==> src/rtl/stopwatch_tick_gen.sv <==
// Stopwatch control: button conditioning, IDLE/RUN/PAUSE FSM and tick prescaler.
// Optional debounce is compiled in with `define STOPWATCH_TICK_GEN_DEBOUNCE_EN.
module stopwatch_tick_gen #(
  parameter int unsigned DIVIDER         = 4,
  parameter int unsigned DEBOUNCE_CYCLES = 3
) (
  input  logic clk,
  input  logic rst,
  input  logic start_stop_btn,
  input  logic clear_btn,
  output logic tick,
  output logic running,
  output logic clear_pulse
);

  localparam int unsigned PRESC_W = 16;
  localparam int unsigned NUM_BTN = 2;
  localparam logic [PRESC_W-1:0] PRESC_MAX = PRESC_W'(DIVIDER - 1);

  typedef enum logic [1:0] {
    S_IDLE  = 2'd0,
    S_RUN   = 2'd1,
    S_PAUSE = 2'd2
  } state_t;

  // Reject out-of-range parameters at elaboration
  if (DIVIDER < 1 || DIVIDER > 65535) begin : g_bad_divider
    $error("stopwatch_tick_gen: DIVIDER must be 1..65535");
  end
  if (DEBOUNCE_CYCLES < 1 || DEBOUNCE_CYCLES > 65535) begin : g_bad_debounce
    $error("stopwatch_tick_gen: DEBOUNCE_CYCLES must be 1..65535");
  end

  logic [NUM_BTN-1:0] raw;
  logic [NUM_BTN-1:0] sync_q1;
  logic [NUM_BTN-1:0] sync_q2;
  logic [NUM_BTN-1:0] level;
  logic [NUM_BTN-1:0] prev;
  logic [NUM_BTN-1:0] press;

  // Bit 0 is start/stop, bit 1 is clear
  assign raw = {clear_btn, start_stop_btn};

  always_ff @(posedge clk) begin
    if (rst) begin
      sync_q1 <= '0;
      sync_q2 <= '0;
    end else begin
      sync_q1 <= raw;
      sync_q2 <= sync_q1;
    end
  end

`ifdef STOPWATCH_TICK_GEN_DEBOUNCE_EN
  localparam int unsigned DB_W = 16;
  localparam logic [DB_W-1:0] DB_LAST = DB_W'(DEBOUNCE_CYCLES - 1);

  logic [DB_W-1:0] db_cnt [NUM_BTN];

  // Level flips only after DEBOUNCE_CYCLES consecutive disagreeing samples
  always_ff @(posedge clk) begin
    if (rst) begin
      level <= '0;
      for (int i = 0; i < NUM_BTN; i++) db_cnt[i] <= '0;
    end else begin
      for (int i = 0; i < NUM_BTN; i++) begin
        if (sync_q2[i] != level[i]) begin
          if (db_cnt[i] >= DB_LAST) begin
            level[i]  <= sync_q2[i];
            db_cnt[i] <= '0;
          end else begin
            db_cnt[i] <= db_cnt[i] + DB_W'(1);
          end
        end else begin
          db_cnt[i] <= '0;
        end
      end
    end
  end
`else
  assign level = sync_q2;
`endif

  always_ff @(posedge clk) begin
    if (rst) prev <= '0;
    else     prev <= level;
  end

  assign press = level & ~prev;

  state_t               state;
  state_t               state_next;
  logic [PRESC_W-1:0]   presc;
  logic [PRESC_W-1:0]   presc_next;
  logic                 tick_next;
  logic                 running_next;
  logic                 clear_next;

  always_ff @(posedge clk) begin
    if (rst) begin
      state       <= S_IDLE;
      presc       <= '0;
      tick        <= 1'b0;
      running     <= 1'b0;
      clear_pulse <= 1'b0;
    end else begin
      state       <= state_next;
      presc       <= presc_next;
      tick        <= tick_next;
      running     <= running_next;
      clear_pulse <= clear_next;
    end
  end

  // Clear outranks start/stop except in RUN, where clear is dropped
  always_comb begin
    state_next = state;
    presc_next = presc;
    tick_next  = 1'b0;
    clear_next = 1'b0;
    case (state)
      S_IDLE: begin
        presc_next = '0;
        if (press[1]) begin
          clear_next = 1'b1;
        end else if (press[0]) begin
          state_next = S_RUN;
        end
      end
      S_RUN: begin
        if (press[0]) begin
          state_next = S_PAUSE;
        end else if (presc >= PRESC_MAX) begin
          presc_next = '0;
          tick_next  = 1'b1;
        end else begin
          presc_next = presc + PRESC_W'(1);
        end
      end
      S_PAUSE: begin
        if (press[1]) begin
          state_next = S_IDLE;
          presc_next = '0;
          clear_next = 1'b1;
        end else if (press[0]) begin
          state_next = S_RUN;
        end
      end
      default: begin
        state_next = S_IDLE;
        presc_next = '0;
      end
    endcase
    running_next = (state_next == S_RUN);
  end

endmodule

==> config.mk <==
export PLATFORM = sky130hd
export DESIGN_NAME = stopwatch_tick_gen
export DESIGN_NICKNAME = d
export VERILOG_FILES = /design/src/rtl/stopwatch_tick_gen.sv
export SDC_FILE = /design/constraint.sdc
export NUM_CORES = 1
export LEC_CHECK = 0
export ABC_AREA = 1
export BUFFER_PORTS_ARGS = -buffer_cell sky130_fd_sc_hd__buf_2
export CAP_MARGIN = 20
export CORE_UTILIZATION = 45
export CTS_BUF_LIST = sky130_fd_sc_hd__clkbuf_16
export CTS_CLUSTER_SIZE = 30
export DETAILED_ROUTE_END_ITERATION = 10
export GPL_TIMING_DRIVEN = 0
export HOLD_SLACK_MARGIN = 0.05
export PLACE_DENSITY = 0.62
export RECOVER_POWER = 100
export SLEW_MARGIN = 20
export SYNTH_ARGS = -nofsm -noshare
export SYNTH_HDL_FRONTEND = slang
export SYNTH_SLANG_ARGS = --single-unit
==> constraint.sdc <==
create_clock -name clk -period 1.6 [get_ports clk]
set_input_delay 0.32 -clock clk [delete_from_list [all_inputs] [get_ports clk]]
set_output_delay 0.32 -clock clk [all_outputs]
set_load 0.02 [all_outputs]
==> impl_metrics.toml, run 1 <==
[status]
outcome = "completed"

[timing]
maxSlewHeadroom = 0.641
fin_crit_ps = 1260
setup_tns_ps = 0
finalWorstSetupSlack_ps = 341
slew_viol_final = 0
rsz0062_at_grt = "false"
final_hold_viol_count = 0
setup_viol = 0
finalCritPeriodShare = 0.787
max_freq_ghz = 0.794
clock_skew_ps = 1.80
worstMarginPinSlew_ps = 539

[cts]
numCtsBuffers = 3
clock_sinks = 27
cts-root-buf = "clkbuf_16"
htreeDepth = 1
ctsHoldBuffers = 0
cts.repair.resized = 0
ctsLongestPathBuffers = 2
clkTransAtPathRegs_ps = 60
clkLatencyLatePin_ps = 260
post_cts_buffers = 0
tritoncts = "yes"

[synthesis]
syn_area_per_cell_um2 = 8.56
synth_commonest_cells = "dfxtp_1, nor2_1, nand2_1"
synth_seq_area_share = 0.544
syn_area_um2 = 993
synthDistinctLibCells = 17
synth_top_area_share = 0.544
async_flop_share = 0
yosys_warnings = 0
synth_most_common_cell = "dfxtp_1"
synth_edf_count = 0
synth.largest_area_cell = "dfxtp_1"
yosys_register_bits = 27
synthTopCellsByArea = "dfxtp_1, nor2_1, nor2_2"
syn_inst = 116
synth_flop_cell = "dfxtp_1"
syn-num-nets = 121

[power_and_ir_drop]
power_density_nw_per_um2 = 1160
ir_drop_mv = 0.901
power.leakage_uw = 0.000463

[placed_design]
portBuffers = 6
dp_hpwl_um = 951
dpl_worst_slack_ps = 375
dp.cells = 149
gp_congestion = 0.828
place_area_um2 = 1060

[setup_path]
critPathArrivalTime_ps = 1450
cp_max_fo = 3
end_kind = "flop"
critPathLaunchType = "flop"
worst_ep_required_time_ps = 1790
worstSetupPathType = "flop to flop"

[routing]
drt-wirelength-per-cell_um = 9.01
drt-pass1-iter-count = 4
viasPerCell = 4.42
drcViolationCount = 0
drt_iter0_drc = 8
drt-total-wl_um = 1380
via_count = 676
ant_nets = 0

[final_layout]
area_growth_pct = 11.5
postLayoutCellArea_um2 = 1110
final_cells = 153
drive_above_1_share = 0.190
nNetsFinal = 132
fillCellCount = 206
antennaDiodeCount = 0

[die]
io_pins = 7
dieWidth_um = 49.0
core_area_um2 = 2020
fp.dieH_um = 49.0
rows = 16
fp.dieArea_um2 = 2400
initial_utilization = 0.491

[global_routing]
grt_overflow = 0
grt_max_degree = 15
grt_pass1_wl_um = 2460
antenna_found_initial = 0
grt_pass1_vias = 594
track_usage = 0.139

[run]
cap_violations = 0

[min_path]
min_path_type = "primary input to flop"
[cell usage in the layout, fill, tap and decap left out, types with 2 or more instances in the layout]
| master | synthesis | final |
|---|---|---|
| clkbuf_1 | 1 | 6 |
| inv_2 | 3 | 2 |
| dfxtp_1 | 27 | 27 |
| nand2_1 | 15 | 22 |
| a21oi_1 | 6 | 6 |
| nand2_2 | 10 | 3 |
| nor2_2 | 11 | 9 |
| nor2_4 | 3 | 3 |
| inv_1 | 9 | 11 |
| nand3_1 | 2 | 2 |
| clkbuf_16 | 0 | 3 |
| buf_2 | 1 | 2 |
| nor2_1 | 23 | 25 |
[metal layers]
layer  track usage  vias to the layer above  share of wire
li1              -                      367              -
met1         0.173                      291           0.49
met2         0.213                       14           0.44
met3        0.0561                        4          0.052
met4        0.0588                        0          0.020
met5             0                        -              0
[worst paths after layout]
| kind | startpoint | end | slack, ps | depth (start not counted) |
|---|---|---|---|---|
| setup / recovery | presc[0] | presc[1] | 340 | 8 |
| hold / removal | clear_btn | sync_q1[1] | 260 | 3 |
| setup reg to reg | presc[0] | presc[1] | 340 | 8 |
| hold reg to reg | sync_q1[0] | level[0] | 400 | 2 |
[critical path, stage by stage, from the launching register on]
cell     delay, ps
dfxtp_1        330
ha_1           200
inv_1           50
nand2_1         40
nor2_1         170
nand2_1         80
nor2_1         130
nand3_1         80
a21oi_1        110
[registers in the layout (all words and copies together), names as in the netlist]
signal,cells
clear_pulse,1
level,2
sync_q1,2
state,2
tick,1
presc,16
prev,2
running,1
[per-stage QoR]
step           power (uW)   util  hold WS [ps]
6_report             1280  0.548           265
5_1_grt              1330  0.548           272
4_1_cts              1300  0.562           263
3_5_place_dp          757  0.523           395
3_3_place_gp          756  0.523           393
2_1_floorplan         743      -           388
[cell type report]
class | instances | area (um2) | share of cell area
Tap cell | 27 | 33.8 | 0.0305
Multi-Input combinational cell | 73 | 350 | 0.316
Clock buffer | 3 | 75.1 | 0.0678
Buffer | 3 | 27.5 | 0.0249
Timing Repair Buffer | 6 | 25.0 | 0.0226
Clock inverter | 1 | 3.75 | 0.00339
Sequential cell | 27 | 541 | 0.488
Inverter | 13 | 51.3 | 0.0463
[kinds of logic (layout without fill, tap and decap cells)]
| group | Yosys count | in the layout | synth area share |
|---|---|---|---|
| simple gates | 65 | 65 | 0.326 |
| fa+ha+maj | 1 | 1 | 0.0126 |
| buf+inv | 16 | 26 | 0.0806 |
| compound gates | 7 | 7 | 0.0365 |
| flops | 27 | 27 | 0.544 |
[report_power, final]
group | switching (uW) | total (uW) | internal (uW)
sequential | 4.91 | 688 | 684
combinational | 34.5 | 50.7 | 16.1
clock | 207 | 541 | 334
No activity file was read; power rests on OpenSTA's default activity.
==> run 2: changes to the inputs <==
clock period = 1.3 ns   (was 1.6 ns; I/O delays follow)
==> run 2 against run 1 <==
Effect of this change:
- die area unchanged
- wire length decreased by 0.15%
- clock power increased by 23%
- core utilization increased by 1.8 points
- highest routed layer unchanged
- maximum frequency increased by 4.7%
- sequential cell count unchanged
- global-route usage unchanged
- clock skew about the same
- largest power group unchanged
- sequential power increased by 23%
- combinational power increased by 31%
==> impl_metrics.toml, run 2 (synthesis gave the netlist of run 1 again) <==
[timing]
setup_viol = 0
slew_viol_final = 0
setup_tns_ps = 0
finalCritPeriodShare = 0.925
hold_slack_ps = 205
maxSlewHeadroom = 0.682
clock_skew_ps = 2.16
final_hold_viol_count = 0
max_freq_ghz = 0.831
fin_crit_ps = 1200
worstMarginPinSlew_ps = 477

[global_routing]
grt_max_degree = 15
track_usage = 0.139
grt_pass1_vias = 594
antenna_found_initial = 0
grt_overflow = 0
grt_pass1_wl_um = 2460

[power_and_ir_drop]
power_density_nw_per_um2 = 1380
power.leakage_uw = 0.000480
ir_drop_mv = 1.12

[cts]
ctsHoldBuffers = 0
tritoncts = "yes"
clock_sinks = 27
htreeDepth = 1
cts.repair.resized = 0
post_cts_buffers = 0
clkTransAtPathRegs_ps = 60
clkLatencyLatePin_ps = 260
ctsLongestPathBuffers = 2
cts-root-buf = "clkbuf_16"
numCtsBuffers = 3

[routing]
drcViolationCount = 0
drt-wirelength-per-cell_um = 9.00
drt_iter0_drc = 5
viasPerCell = 4.39
via_count = 672
ant_nets = 0
drt-total-wl_um = 1380
drt-pass1-iter-count = 4

[final_layout]
nNetsFinal = 132
drive_above_1_share = 0.325
top_register = "presc"
area_growth_pct = 15.1
largest_reg_flops = 16
most-common-layout-cells = "dfxtp_1, nor2_1, nand2_1, nor2_2"
final_common_cell = "dfxtp_1"
antennaDiodeCount = 0
fillCellCount = 197

[min_path]
min_path_type = "primary input to flop"

[placed_design]
gp_congestion = 0.828
portBuffers = 6
dp_hpwl_um = 951

[setup_path]
worst_ep_required_time_ps = 1500
critPathLaunchType = "flop"
critPathArrivalTime_ps = 1400
cp_max_fo = 10
end_kind = "flop"
worstSetupPathType = "flop to flop"

[die]
rows = 16
dieWidth_um = 49.0
fp.dieH_um = 49.0
initial_utilization = 0.491
core_area_um2 = 2020
io_pins = 7
fp.dieArea_um2 = 2400

[run]
cap_violations = 0

[status]
outcome = "completed"
## run 2: cell types whose count changed in the layout (fill, tap and decap cells not counted)
cell,delta
inv_2,+1
nor2_2,+6
nand2_2,+7
nor2_1,-6
inv_1,-1
clkbuf_1,-3
buf_2,+3
nand2_1,-7
## run 2: layout make-up
class                           instances  area, um2  share of cell area
Inverter                               13       51.3              0.0449
Tap cell                               27       33.8              0.0295
Clock inverter                          1       3.75             0.00328
Multi-Input combinational cell         73        383               0.335
Timing Repair Buffer                    6       27.5              0.0241
Sequential cell                        27        541               0.473
Buffer                                  3       28.8              0.0252
Clock buffer                            3       75.1              0.0656
## run 2: worst paths after layout
path / startpoint / endpoint / slack, ps / cells past startpoint
worst max-delay path: state[0] / presc[14] / 100 / 9
worst min-delay path: clear_btn / sync_q1[1] / 210 / 3
worst max register to register: state[0] / presc[14] / 100 / 9
worst min register to register: sync_q1[0] / level[0] / 400 / 2
## run 2: per-layer routing
layer,GRT usage,up-vias,routed length (um)
met5,0,-,0
met4,0.0588,0,25
met3,0.0561,4,58
met2,0.213,10,592
met1,0.173,291,700
li1,-,367,-
## run 2: metrics by stage
step / setup slack, ps / util / power, uW / area, um2 / instances
6_report: 97.2 / 0.566 / 1580 / 1140 / 153
5_1_grt: -1.35 / 0.566 / 1640 / 1140 / 153
4_1_cts: 34.3 / 0.562 / 1600 / 1140 / 153
3_5_place_dp: 75.1 / 0.523 / 932 / 1060 / 149
3_3_place_gp: 76.5 / 0.523 / 931 / 1060 / 149
2_1_floorplan: 205 / - / 914 / 993 / 116
## run 2: worst max-delay path: stages, from the launching register on
cell and delay (ps):
dfxtp_1 380, inv_2 80, nor2_4 90, inv_2 60, nor2_4 130, nor2_4 60
inv_4 80, buf_12 140, nand2_2 50, nor2_2 70
## run 2: power by group
| part | switching, uW | total (uW) | internal [uW] |
|---|---|---|---|
| sequential | 6.20 | 847 | 841 |
| combinational | 44.7 | 66.5 | 21.9 |
| clock | 255 | 666 | 411 |
